`config.mk`:
```
export PLATFORM = sky130hd
export DESIGN_NAME = alu_seq
export DESIGN_NICKNAME = d
export VERILOG_FILES = /design/src/rtl/alu_pkg.sv /design/src/rtl/alu_muldiv.sv /design/src/rtl/alu_seq.sv
export SDC_FILE = /design/constraint.sdc
export NUM_CORES = 1
export LEC_CHECK = 0
export BUFFER_PORTS_ARGS = -buffer_cell sky130_fd_sc_hd__buf_2
export CAP_MARGIN = 20
export CELL_PAD_IN_SITES_DETAIL_PLACEMENT = 0
export CELL_PAD_IN_SITES_GLOBAL_PLACEMENT = 1
export CORE_UTILIZATION = 46
export DETAILED_ROUTE_END_ITERATION = 8
export PLACE_DENSITY = 0.87
export SETUP_SLACK_MARGIN = 0.4
export SLEW_MARGIN = 40
export SYNTH_ARGS = -nofsm -noshare
export SYNTH_HDL_FRONTEND = slang
export SYNTH_SLANG_ARGS = --single-unit
```
`constraint.sdc`:
```
create_clock -name clk -period 3.8 [get_ports clk]
set_clock_uncertainty 0.1 [all_clocks]
set_input_delay 0.38 -clock clk [delete_from_list [all_inputs] [get_ports clk]]
set_output_delay 0.38 -clock clk [all_outputs]
set_load 0.1 [all_outputs]
```
`src/rtl/alu_pkg.sv`:
```
// Shared opcodes, flag bit positions, FSM encoding and register-file
// addresses for the alu_seq execute unit.
package alu_pkg;

  localparam logic [3:0] OP_ADD = 4'd0;
  localparam logic [3:0] OP_SUB = 4'd1;
  localparam logic [3:0] OP_AND = 4'd2;
  localparam logic [3:0] OP_OR  = 4'd3;
  localparam logic [3:0] OP_XOR = 4'd4;
  localparam logic [3:0] OP_NOT = 4'd5;
  localparam logic [3:0] OP_SHL = 4'd6;
  localparam logic [3:0] OP_SHR = 4'd7;
  localparam logic [3:0] OP_INC = 4'd8;
  localparam logic [3:0] OP_DEC = 4'd9;
  localparam logic [3:0] OP_MUL = 4'd10;
  localparam logic [3:0] OP_DIV = 4'd11;
  localparam logic [3:0] OP_CMP = 4'd12;

  localparam int FLAG_Z = 3;
  localparam int FLAG_C = 2;
  localparam int FLAG_N = 1;
  localparam int FLAG_V = 0;

  localparam int ACC_ADDR = 2;
  localparam int R0_ADDR  = 3;

  typedef enum logic [1:0] {
    S_IDLE  = 2'd0,
    S_ITER  = 2'd1,
    S_WR_LO = 2'd2,
    S_WR_HI = 2'd3
  } state_e;

  function automatic logic is_muldiv(input logic [3:0] op);
    return (op == OP_MUL) || (op == OP_DIV);
  endfunction

endpackage

```
`src/rtl/alu_muldiv.sv`:
```
// Iterative shift-add multiplier / restoring divider, one bit per step_i.
// res_nxt_o is the {hi, lo} pair the current step will produce.
module alu_muldiv
  import alu_pkg::*;
#(
  parameter int WIDTH = 8
) (
  input  logic               clk,
  input  logic               rst,
  input  logic               load_i,
  input  logic               step_i,
  input  logic               div_i,
  input  logic [WIDTH-1:0]   a_i,
  input  logic [WIDTH-1:0]   b_i,
  output logic               last_o,
  output logic [2*WIDTH-1:0] res_nxt_o
);

  localparam int CNT_W = $clog2(WIDTH);

  logic [WIDTH-1:0] hi_q, hi_d;
  logic [WIDTH-1:0] lo_q, lo_d;
  logic [WIDTH-1:0] opnd_q;
  logic             div_q;
  logic [CNT_W-1:0] cnt_q;

  logic [WIDTH:0]   add_sum;
  logic [WIDTH:0]   mul_sum;
  logic [WIDTH:0]   rem_shl;
  logic [WIDTH-1:0] rem_sub;

  // Multiply: {hi, lo} is the partial product, lo shifts the multiplier out.
  // Divide: hi is the running remainder, lo shifts dividend out and quotient in.
  always_comb begin
    add_sum = {1'b0, hi_q} + {1'b0, opnd_q};
    mul_sum = lo_q[0] ? add_sum : {1'b0, hi_q};
    rem_shl = {hi_q, lo_q[WIDTH-1]};
    rem_sub = rem_shl[WIDTH-1:0] - opnd_q;
    hi_d    = hi_q;
    lo_d    = lo_q;
    if (div_q) begin
      if (rem_shl >= {1'b0, opnd_q}) begin
        hi_d = rem_sub;
        lo_d = {lo_q[WIDTH-2:0], 1'b1};
      end else begin
        hi_d = rem_shl[WIDTH-1:0];
        lo_d = {lo_q[WIDTH-2:0], 1'b0};
      end
    end else begin
      hi_d = mul_sum[WIDTH:1];
      lo_d = {mul_sum[0], lo_q[WIDTH-1:1]};
    end
  end

  assign res_nxt_o = {hi_d, lo_d};
  assign last_o    = (cnt_q == CNT_W'(WIDTH - 1));

  always_ff @(posedge clk or posedge rst) begin
    if (rst) begin
      hi_q   <= '0;
      lo_q   <= '0;
      opnd_q <= '0;
      div_q  <= 1'b0;
      cnt_q  <= '0;
    end else if (load_i) begin
      hi_q   <= '0;
      lo_q   <= a_i;
      opnd_q <= b_i;
      div_q  <= div_i;
      cnt_q  <= '0;
    end else if (step_i) begin
      hi_q   <= hi_d;
      lo_q   <= lo_d;
      cnt_q  <= cnt_q + 1'b1;
    end
  end

endmodule

```
`src/rtl/alu_seq.sv`:
```
// Execute unit: single-cycle ops write ACC one cycle after start; MUL/DIV
// iterate 8 steps then write ACC and R0. Starts while busy are dropped.
module alu_seq
  import alu_pkg::*;
#(
  parameter int WIDTH     = 8,
  parameter int RF_ADDR_W = 4
) (
  input  logic                 clk,
  input  logic                 rst,
  input  logic                 alu_start,
  input  logic [3:0]           alu_op,
  input  logic [WIDTH-1:0]     alu_a,
  input  logic [WIDTH-1:0]     alu_b,
  output logic                 alu_busy,
  output logic                 alu_done,
  output logic [WIDTH-1:0]     alu_wr_data,
  output logic [RF_ADDR_W-1:0] alu_wr_addr,
  output logic                 alu_wr_en,
  output logic [3:0]           alu_flags,
  output logic                 alu_acc_zero,
  output logic                 alu_err
);

  state_e               state_q;
  logic [3:0]           op_q;
  logic                 dz_q;
  logic [WIDTH-1:0]     md_hi_q;
  logic [3:0]           pend_flags_q;
  logic                 busy_q, done_q, wr_en_q, err_q, acc_zero_q;
  logic [WIDTH-1:0]     wr_data_q;
  logic [RF_ADDR_W-1:0] wr_addr_q;
  logic [3:0]           flags_q;

  logic                 md_load, md_step, md_last;
  logic [2*WIDTH-1:0]   md_res;
  logic [WIDTH-1:0]     md_lo, md_hi;
  logic [3:0]           md_flags;

  logic [WIDTH-1:0]     opb;
  logic [WIDTH:0]       add_s, sub_s;
  logic [WIDTH-1:0]     sc_res;
  logic                 sc_c, sc_v, sc_wr, sc_upd;
  logic [3:0]           sc_flags;

  assign md_load = (state_q == S_IDLE) && alu_start && is_muldiv(alu_op);
  assign md_step = (state_q == S_ITER);

  alu_muldiv #(.WIDTH(WIDTH)) u_muldiv (
    .clk       (clk),
    .rst       (rst),
    .load_i    (md_load),
    .step_i    (md_step),
    .div_i     (alu_op == OP_DIV),
    .a_i       (alu_a),
    .b_i       (alu_b),
    .last_o    (md_last),
    .res_nxt_o (md_res)
  );

  assign md_lo = md_res[WIDTH-1:0];
  assign md_hi = md_res[2*WIDTH-1:WIDTH];

  always_comb begin
    md_flags         = '0;
    md_flags[FLAG_Z] = (md_lo == '0);
    md_flags[FLAG_N] = md_lo[WIDTH-1];
    md_flags[FLAG_C] = (op_q == OP_MUL) && (md_hi != '0);
    md_flags[FLAG_V] = (op_q == OP_MUL) ? (md_hi != '0) : dz_q;
  end

  // Single-cycle ops are evaluated straight from the operand ports so the
  // result is registered at the start edge.
  always_comb begin
    opb    = ((alu_op == OP_INC) || (alu_op == OP_DEC)) ? WIDTH'(1) : alu_b;
    add_s  = {1'b0, alu_a} + {1'b0, opb};
    sub_s  = {1'b0, alu_a} - {1'b0, opb};
    sc_res = '0;
    sc_c   = 1'b0;
    sc_v   = 1'b0;
    sc_wr  = 1'b1;
    sc_upd = 1'b1;
    case (alu_op)
      OP_ADD, OP_INC: begin
        sc_res = add_s[WIDTH-1:0];
        sc_c   = add_s[WIDTH];
        sc_v   = (alu_a[WIDTH-1] == opb[WIDTH-1]) && (sc_res[WIDTH-1] != alu_a[WIDTH-1]);
      end
      OP_SUB, OP_DEC, OP_CMP: begin
        sc_res = sub_s[WIDTH-1:0];
        sc_c   = sub_s[WIDTH];
        sc_v   = (alu_a[WIDTH-1] != opb[WIDTH-1]) && (sc_res[WIDTH-1] != alu_a[WIDTH-1]);
        sc_wr  = (alu_op != OP_CMP);
      end
      OP_AND: sc_res = alu_a & alu_b;
      OP_OR:  sc_res = alu_a | alu_b;
      OP_XOR: sc_res = alu_a ^ alu_b;
      OP_NOT: sc_res = ~alu_a;
      OP_SHL: begin
        sc_res = {alu_a[WIDTH-2:0], 1'b0};
        sc_c   = alu_a[WIDTH-1];
      end
      OP_SHR: begin
        sc_res = {1'b0, alu_a[WIDTH-1:1]};
        sc_c   = alu_a[0];
      end
      default: begin
        sc_wr  = 1'b0;
        sc_upd = 1'b0;
      end
    endcase
    sc_flags         = '0;
    sc_flags[FLAG_Z] = (sc_res == '0);
    sc_flags[FLAG_C] = sc_c;
    sc_flags[FLAG_N] = sc_res[WIDTH-1];
    sc_flags[FLAG_V] = sc_v;
  end

  always_ff @(posedge clk or posedge rst) begin
    if (rst) begin
      state_q      <= S_IDLE;
      op_q         <= '0;
      dz_q         <= 1'b0;
      md_hi_q      <= '0;
      pend_flags_q <= '0;
      busy_q       <= 1'b0;
      done_q       <= 1'b0;
      wr_en_q      <= 1'b0;
      err_q        <= 1'b0;
      wr_data_q    <= '0;
      wr_addr_q    <= '0;
      flags_q      <= '0;
      acc_zero_q   <= 1'b0;
    end else begin
      done_q  <= 1'b0;
      wr_en_q <= 1'b0;
      err_q   <= 1'b0;
      case (state_q)
        S_IDLE: begin
          if (alu_start) begin
            op_q   <= alu_op;
            dz_q   <= (alu_b == '0);
            busy_q <= 1'b1;
            if (is_muldiv(alu_op)) begin
              state_q <= S_ITER;
            end else begin
              state_q   <= S_WR_LO;
              done_q    <= 1'b1;
              wr_en_q   <= sc_wr;
              wr_data_q <= sc_res;
              wr_addr_q <= RF_ADDR_W'(ACC_ADDR);
              if (sc_wr)  acc_zero_q <= (sc_res == '0);
              if (sc_upd) flags_q    <= sc_flags;
            end
          end
        end
        S_ITER: begin
          if (md_last) begin
            state_q      <= S_WR_LO;
            wr_en_q      <= 1'b1;
            wr_data_q    <= md_lo;
            wr_addr_q    <= RF_ADDR_W'(ACC_ADDR);
            acc_zero_q   <= (md_lo == '0);
            md_hi_q      <= md_hi;
            pend_flags_q <= md_flags;
          end
        end
        S_WR_LO: begin
          if (is_muldiv(op_q)) begin
            state_q   <= S_WR_HI;
            wr_en_q   <= 1'b1;
            wr_data_q <= md_hi_q;
            wr_addr_q <= RF_ADDR_W'(R0_ADDR);
            done_q    <= 1'b1;
            err_q     <= (op_q == OP_DIV) && dz_q;
            flags_q   <= pend_flags_q;
          end else begin
            state_q <= S_IDLE;
            busy_q  <= 1'b0;
          end
        end
        default: begin
          state_q <= S_IDLE;
          busy_q  <= 1'b0;
        end
      endcase
    end
  end

  assign alu_busy     = busy_q;
  assign alu_done     = done_q;
  assign alu_wr_en    = wr_en_q;
  assign alu_wr_data  = wr_data_q;
  assign alu_wr_addr  = wr_addr_q;
  assign alu_flags    = flags_q;
  assign alu_acc_zero = acc_zero_q;
  assign alu_err      = err_q;

endmodule
```
==> impl_metrics.tcl, run 1 <==
set metrics [dict create \
    status "finished with violations" \
    violations "negative hold slack" \
    area_growth_pct 11.99 \
    worstSetupPathType "flop to flop" \
    grt_pass1_wl_um 25450 \
    syn-instance-count 670 \
    die-area_mm2 0.01274 \
    cts_tree "done" \
    nets 781 \
    ys.flop_type "dfrtp_1" \
    ff2ff_path_depth 12 \
    rsz0062_at_grt "false" \
    crit_path_start_kind "flop" \
    grt_overflow 0 \
    hold_violations 1 \
    via_per_inst 6.124 \
    grt_max_degree 36 \
    rows 40 \
    avgSynthCellArea_um2 8.443 \
    period_share 0.8394 \
    irDropWorstVdd_uv 334.7 \
    grt_usage 0.2572 \
    ys_seq_elements 66 \
    tightest_slew_ps 784.3 \
    path_max_fanout 4 \
    max_freq_ghz 0.3135 \
    post_cts_buffers 0 \
    cts_htree_levels 3 \
    fin_crit_ps 3190 \
    gp_congestion 0.9354 \
    ioPinCount 44 \
    die_w_um 112.9 \
    setup_viol 0 \
    p_leak_uw 0.002910 \
    numPortBuffers 41 \
    dp_hpwl_um 11980 \
    path_delay_family "compound AO/OA/AOI/OAI gates" \
    first_global_vias 4788 \
    fp.dieH_um 112.9 \
    antenna_found_initial 0 \
    yosysWarnings 0 \
    crit_path_top_delay_cell "fa_1" \
    drtIter0Drc 523 \
    clk_latency_ps 330 \
    power.density_mw_per_mm2 914.0 \
    critPathMaxStageDelay_ps 430 \
    dr.pass1.iters 5 \
    start_util 0.4709 \
    yosysSeqAreaShare 0.2920 \
    core_mm2 0.01201 \
    clock_sinks 66 \
    ys_async_sr_fraction 1.000 \
    syn-cell-area_mm2 0.005657 \
    required_ps 3910 \
    worstSetupEndpointType "flop" \
    drc 0 \
    routedWlPerCell_um 18.72 \
    n_fill_cell 1127 \
    clkTransAtPathRegs_ps 60 \
    via_count 5199 \
    cp_num_cells 12 \
    synth.distinct_cells 64 \
    setup_tns_ps 0 \
    cts-root-buf "clkbuf_16" \
    diodes 0 \
    synth_edf_count 0 \
    cts_buffers 9 \
    cts_buffer_depth 2 \
    maxSlewHeadroom 0.4771 \
    worst-path-buf-inv 2 \
    routed_wl_um 15890 \
    drv_cap 0 \
    layout-drive-gt1-share 0.1453 \
    drtAntennaViolNets 0 \
    crit_arrival_ps 3300 \
    hold_slack_ps -0.3079 \
    hp-class "input port to async pin" \
    path_cells "inv_1 -> ha_1 -> inv_2 -> fa_1 -> a211oi_2 -> o21bai_1 -> a21oi_1 -> xor2_1 -> o21ai_1 -> a2111oi_2 -> a41oi_1 -> mux2_2" \
    report.final.slew_viol_count 0 \
]
per-layer routing:
metal	routed length, µm	track usage	up-vias
met5	0	0	-
met4	337	0.08333	0
met3	1123	0.04499	25
met2	6931	0.3835	206
met1	7502	0.3775	2517
li1	-	-	2451
synthesized netlist by cell type (all sizes together) (8+ instances only):
master,number,area share
nor2b,14,0.015
a31oi,8,0.0088
o31ai,14,0.019
a21oi,37,0.033
o21ai,55,0.049
xnor2,9,0.014
a211oi,17,0.023
dfrtp,66,0.29
nor3,13,0.012
ha,57,0.13
nand2,74,0.049
mux2,20,0.040
inv,59,0.039
buf,17,0.017
a21o,8,0.011
mux2i,19,0.034
nand2b,10,0.011
clkbuf,17,0.011
nor2,42,0.028
state kept, by name, indices dropped and copies added (netlist names):
signal,cells
alu_wr_data,8
md_hi_q,8
u_muldiv.hi_q,8
u_muldiv.lo_q,8
u_muldiv.opnd_q,8
alu_flags,4
op_q,4
pend_flags_q,4
u_muldiv.cnt_q,3
alu_wr_addr,2
state_q,2
alu_acc_zero,1
alu_busy,1
alu_done,1
alu_err,1
alu_wr_en,1
dz_q,1
u_muldiv.div_q,1
worst paths after layout:
kind,start,endpoint,slack (ps)
setup / recovery,u_muldiv.lo_q[7],pend_flags_q[0],610
max in group asynchronous,rst,alu_done,2740
hold reg to reg,alu_wr_addr[1],alu_wr_addr[1],370
min in group clk,alu_b[0],u_muldiv.opnd_q[0],240
hold / removal,rst,md_hi_q[3],-0.3
setup reg to reg,u_muldiv.lo_q[7],pend_flags_q[0],610
stage by stage:
stage / instances / setup slack (ps) / power [µW] / cell area [µm²] / util
2_1_floorplan: 671 / 402.2 / 3939 / 5660 / -
3_3_place_gp: 833 / 425.7 / 4637 / 5967 / 0.4968
3_5_place_dp: 833 / 315.4 / 4729 / 5967 / 0.4968
4_1_cts: 849 / 552.9 / 5729 / 6316 / 0.5258
5_1_grt: 849 / 427.1 / 6211 / 6335 / 0.5274
6_report: 849 / 610.1 / 5790 / 6335 / 0.5274
report_power, final:
part           switching [µW]  internal [µW]
combinational            2280           1220
clock                     338            648
sequential                305           1000
kinds of logic after synthesis:
| kind of cell | synth area share |
|---|---|
| adders and majority gates | 0.1402 |
| DFF | 0.2920 |
| AOI/OAI and AO/OA | 0.2320 |
| and+or+nand+nor | 0.1637 |
| xor gates and xnor gates | 0.02168 |
| other | 0.0006629 |
| buffers and inverters | 0.06835 |
| muxes | 0.08140 |
what timing repair did:
item,in CTS,in global routing
setup endpoints to repair,0,2
hold buffers,0,0
resized for setup,0,3
placed cells by master (no fill, tap or decap), types with 14 or more instances in the layout:
master,n
nand2_1,73
inv_1,57
o21ai_0,51
a211oi_1,15
nor2b_1,14
ha_1,57
dfrtp_1,64
nor2_1,40
a21oi_1,37
buf_2,41
mux2i_1,19
mux2_2,20
o31ai_1,14
final cells by class:
cell class	instances	area [µm²]	area share
inverters	61	230.2	0.03634
clock buffers	9	225.2	0.03555
clock inverters	7	123.9	0.01955
multi-input cells	510	3640	0.5746
flip-flops and latches	66	1654	0.2611
repair buffers	49	277.8	0.04385
well taps	147	183.9	0.02903
(Power assumes the default switching activity.)
==> run 2, diff against run 1 <==
ABC_AREA = 1   (was default)
CORE_UTILIZATION = 44   (was 46)
PLACE_DENSITY = 0.88   (was 0.87)
clock period = 3.3 ns   (was 3.8 ns; I/O delays follow)
==> run 2 against run 1 <==
The flow now finishes without violations. Combinational power rose by 5%. Area after synthesis is 1.9% higher. Clock power is 14% higher. Largest cell class unchanged.
==> impl_metrics.tcl, run 2 <==
set metrics [dict create \
    clk_latency_ps 340 \
    antenna_found_initial 0 \
    ys.flop_type "dfrtp_1" \
    place_ws_ps 257.5 \
    maxSlewHeadroom 0.5877 \
    grt_usage 0.2673 \
    max_freq_ghz 0.3730 \
    path_max_fanout 7 \
    critPathMaxStageDelay_ps 300 \
    p_switching_uw 3242 \
    drc 0 \
    numPortBuffers 41 \
    worstSetupEndpointType "flop" \
    die_w_um 116.5 \
    required_ps 3420 \
    crit_arrival_ps 2810 \
    fin_crit_ps 2681 \
    p_clk_frac 0.181 \
    synth.distinct_cells 39 \
    yosysWarnings 0 \
    first_global_vias 5073 \
    crit_path_top_delay_cell "ha_4" \
    rows 41 \
    drtIter0Drc 390 \
    ys_seq_elements 66 \
    grt_max_degree 67 \
    grt_overflow 0 \
    switching_share 0.5261 \
    power.density_mw_per_mm2 924.2 \
    rsz0062_at_grt "false" \
    synth_area_leaders "dfrtp_1, nand2_1, ha_1, inv_1, nand3_1" \
    start_util 0.4532 \
    power.internal_uw 2921 \
    post-route-util 0.5242 \
    synthDominantCellAreaShare 0.2865 \
    grt_pass1_wl_um 27190 \
    clock_sinks 66 \
    drtAntennaViolNets 0 \
    routed_wl_um 17470 \
    diodes 0 \
    period_share 0.8125 \
    final_cell_mix "nand2_1, inv_1, dfrtp_1" \
    cts_tree "done" \
    path_cells "clkbuf_4 -> inv_2 -> nand2_2 -> inv_2 -> o21ai_1 -> buf_4 -> clkinvlp_4 -> nor2_4 -> inv_1 -> ha_4 -> inv_2 -> a21oi_2 -> nor2_1 -> nor2_2 -> nand3_1 -> nand2_2 -> nor2_2 -> nand2_2 -> nor2_2 -> nand3_2 -> nand2_1 -> nand2_1 -> nand2_1" \
    crit_path_start_kind "input port" \
    gp_congestion 0.9252 \
    setup_viol 0 \
    core_mm2 0.01272 \
    drv_cap 0 \
    synth_edf_count 0 \
    via_per_inst 5.225 \
    yosysSeqAreaShare 0.2865 \
    ioPinCount 44 \
    dp_hpwl_um 13410 \
    synth_common_cells "nand2_1, inv_1, dfrtp_1" \
    die-area_mm2 0.01357 \
    worst_r2r_startpoint "state_q[1]" \
    dr.pass1.iters 5 \
    hold_violations 0 \
    setup_tns_ps 0 \
    holdBufCountCts 0 \
    ys_async_sr_fraction 1.000 \
    irDropWorstVdd_uv 309.5 \
    report.final.slew_viol_count 0 \
    layout-drive-gt1-share 0.1512 \
    power_frac_seq 0.222 \
    worstSetupPathType "input port to flop" \
    syn-instance-count 856 \
    avgSynthCellArea_um2 6.735 \
    yosys.cell_count.top_type "nand2_1" \
    nets 985 \
    cts_buffers 9 \
    routedWlPerCell_um 16.21 \
    startpoint "alu_op[1]" \
    status "completed" \
    tightest_slew_ps 612.0 \
    clkTransAtPathRegs_ps 50 \
    fin_ws_ps 618.9 \
    syn-cell-area_mm2 0.005766 \
    cts_buffer_depth 2 \
    fp.dieH_um 116.5 \
    hp-class "input port to async pin" \
    comb_power_share 0.597 \
    area_growth_pct 15.67 \
    synth_largest_area_cell "dfrtp_1" \
    cts_htree_levels 3 \
    p_leak_uw 0.003488 \
    cts-root-buf "clkbuf_16" \
    n_fill_cell 1269 \
    final_common_cell "nand2_1" \
    via_count 5633 \
]
run 2: changes by cell type after synthesis, moves of 13 or more:
cell      before  now
mux2i_1       19    0
nand2_1       74  240
o31ai_1       14    1
a211oi_1      16    0
nand3_1        7   63
inv_1         58  122
mux2_2        20    0
nor2b_1       14    0
nor2_1        41   63
nand4_1        1   17
run 2: final timing paths:
| check | to | slack (ps) | cells after the start |
|---|---|---|---|
| setup / recovery | alu_flags[3] | 620 | 23 |
| hold / removal | alu_busy | 50 | 3 |
| setup reg to reg | alu_wr_data[4] | 660 | 9 |
| hold reg to reg | alu_wr_addr[1] | 370 | 1 |
| max in group asynchronous | u_muldiv.div_q | 2610 | 3 |
| min in group clk | u_muldiv.opnd_q[2] | 180 | 3 |
run 2: power groups by stage:
stage | Combinational (µW) | Clock (µW) | Sequential [µW]
floorplan | 2280 | 0 | 1850
global placement | 3590 | 0 | 1370
detailed placement | 3580 | 0 | 1380
CTS | 3620 | 1120 | 1370
global route | 4100 | 1150 | 1400
finish | 3680 | 1120 | 1370
run 2: worst max-delay path: cells and delay by family:
kind / cells / cell delay, ps
buffers and inverters: 7 / 790
and+or+nand+nor: 13 / 1120
AOI/OAI and AO/OA: 2 / 280
adders and majority gates: 1 / 300
run 2: area by class of cell:
| type | count | area [µm²] | share of cell area |
|---|---|---|---|
| tap | 172 | 215.2 | 0.03227 |
| timing repair buffer | 52 | 294.0 | 0.04409 |
| inverter | 133 | 503.0 | 0.07542 |
| sequential | 66 | 1653 | 0.2478 |
| clock inverter | 6 | 115.1 | 0.01726 |
| multi-input combinational | 639 | 3660 | 0.5488 |
| clock buffer | 10 | 229.0 | 0.03433 |
run 2: logic make-up (layout without fill, tap and decap cells):
| family | count (synthesis) | count (layout) | share of synthesized area |
|---|---|---|---|
| DFF | 66 | 66 | 0.2865 |
| adders and majority gates | 61 | 61 | 0.1376 |
| other | 1 | 2 | 0.0006504 |
| AOI/OAI and AO/OA | 145 | 145 | 0.1417 |
| and+or+nand+nor | 426 | 426 | 0.3233 |
| xor gates and xnor gates | 5 | 5 | 0.007597 |
| buffers and inverters | 152 | 201 | 0.1026 |
run 2: through the flow:
step,hold slack [ps],area [µm²],instances,total power [µW]
final,47.06,6669,1078,6163
after floorplan,343.7,5769,857,4134
after global placement,344.2,6135,1056,4966
after global routing,110.6,6669,1078,6659
after detailed placement,350.9,6140,1056,4957
after CTS,76.53,6484,1072,6107
run 2: what timing repair did:
action | 4_1_cts | 5_1_grt
setup buffers | 0 | 6
gates resized for setup | 0 | 36
setup endpoints to repair | 0 | 6
run 2: routing by layer:
metal,track usage,vias to the layer above,share of wire
met5,0,-,0
met4,0.1085,0,0.037
met3,0.03062,43,0.045
met2,0.4300,159,0.46
met1,0.3651,2552,0.46
li1,-,2879,-
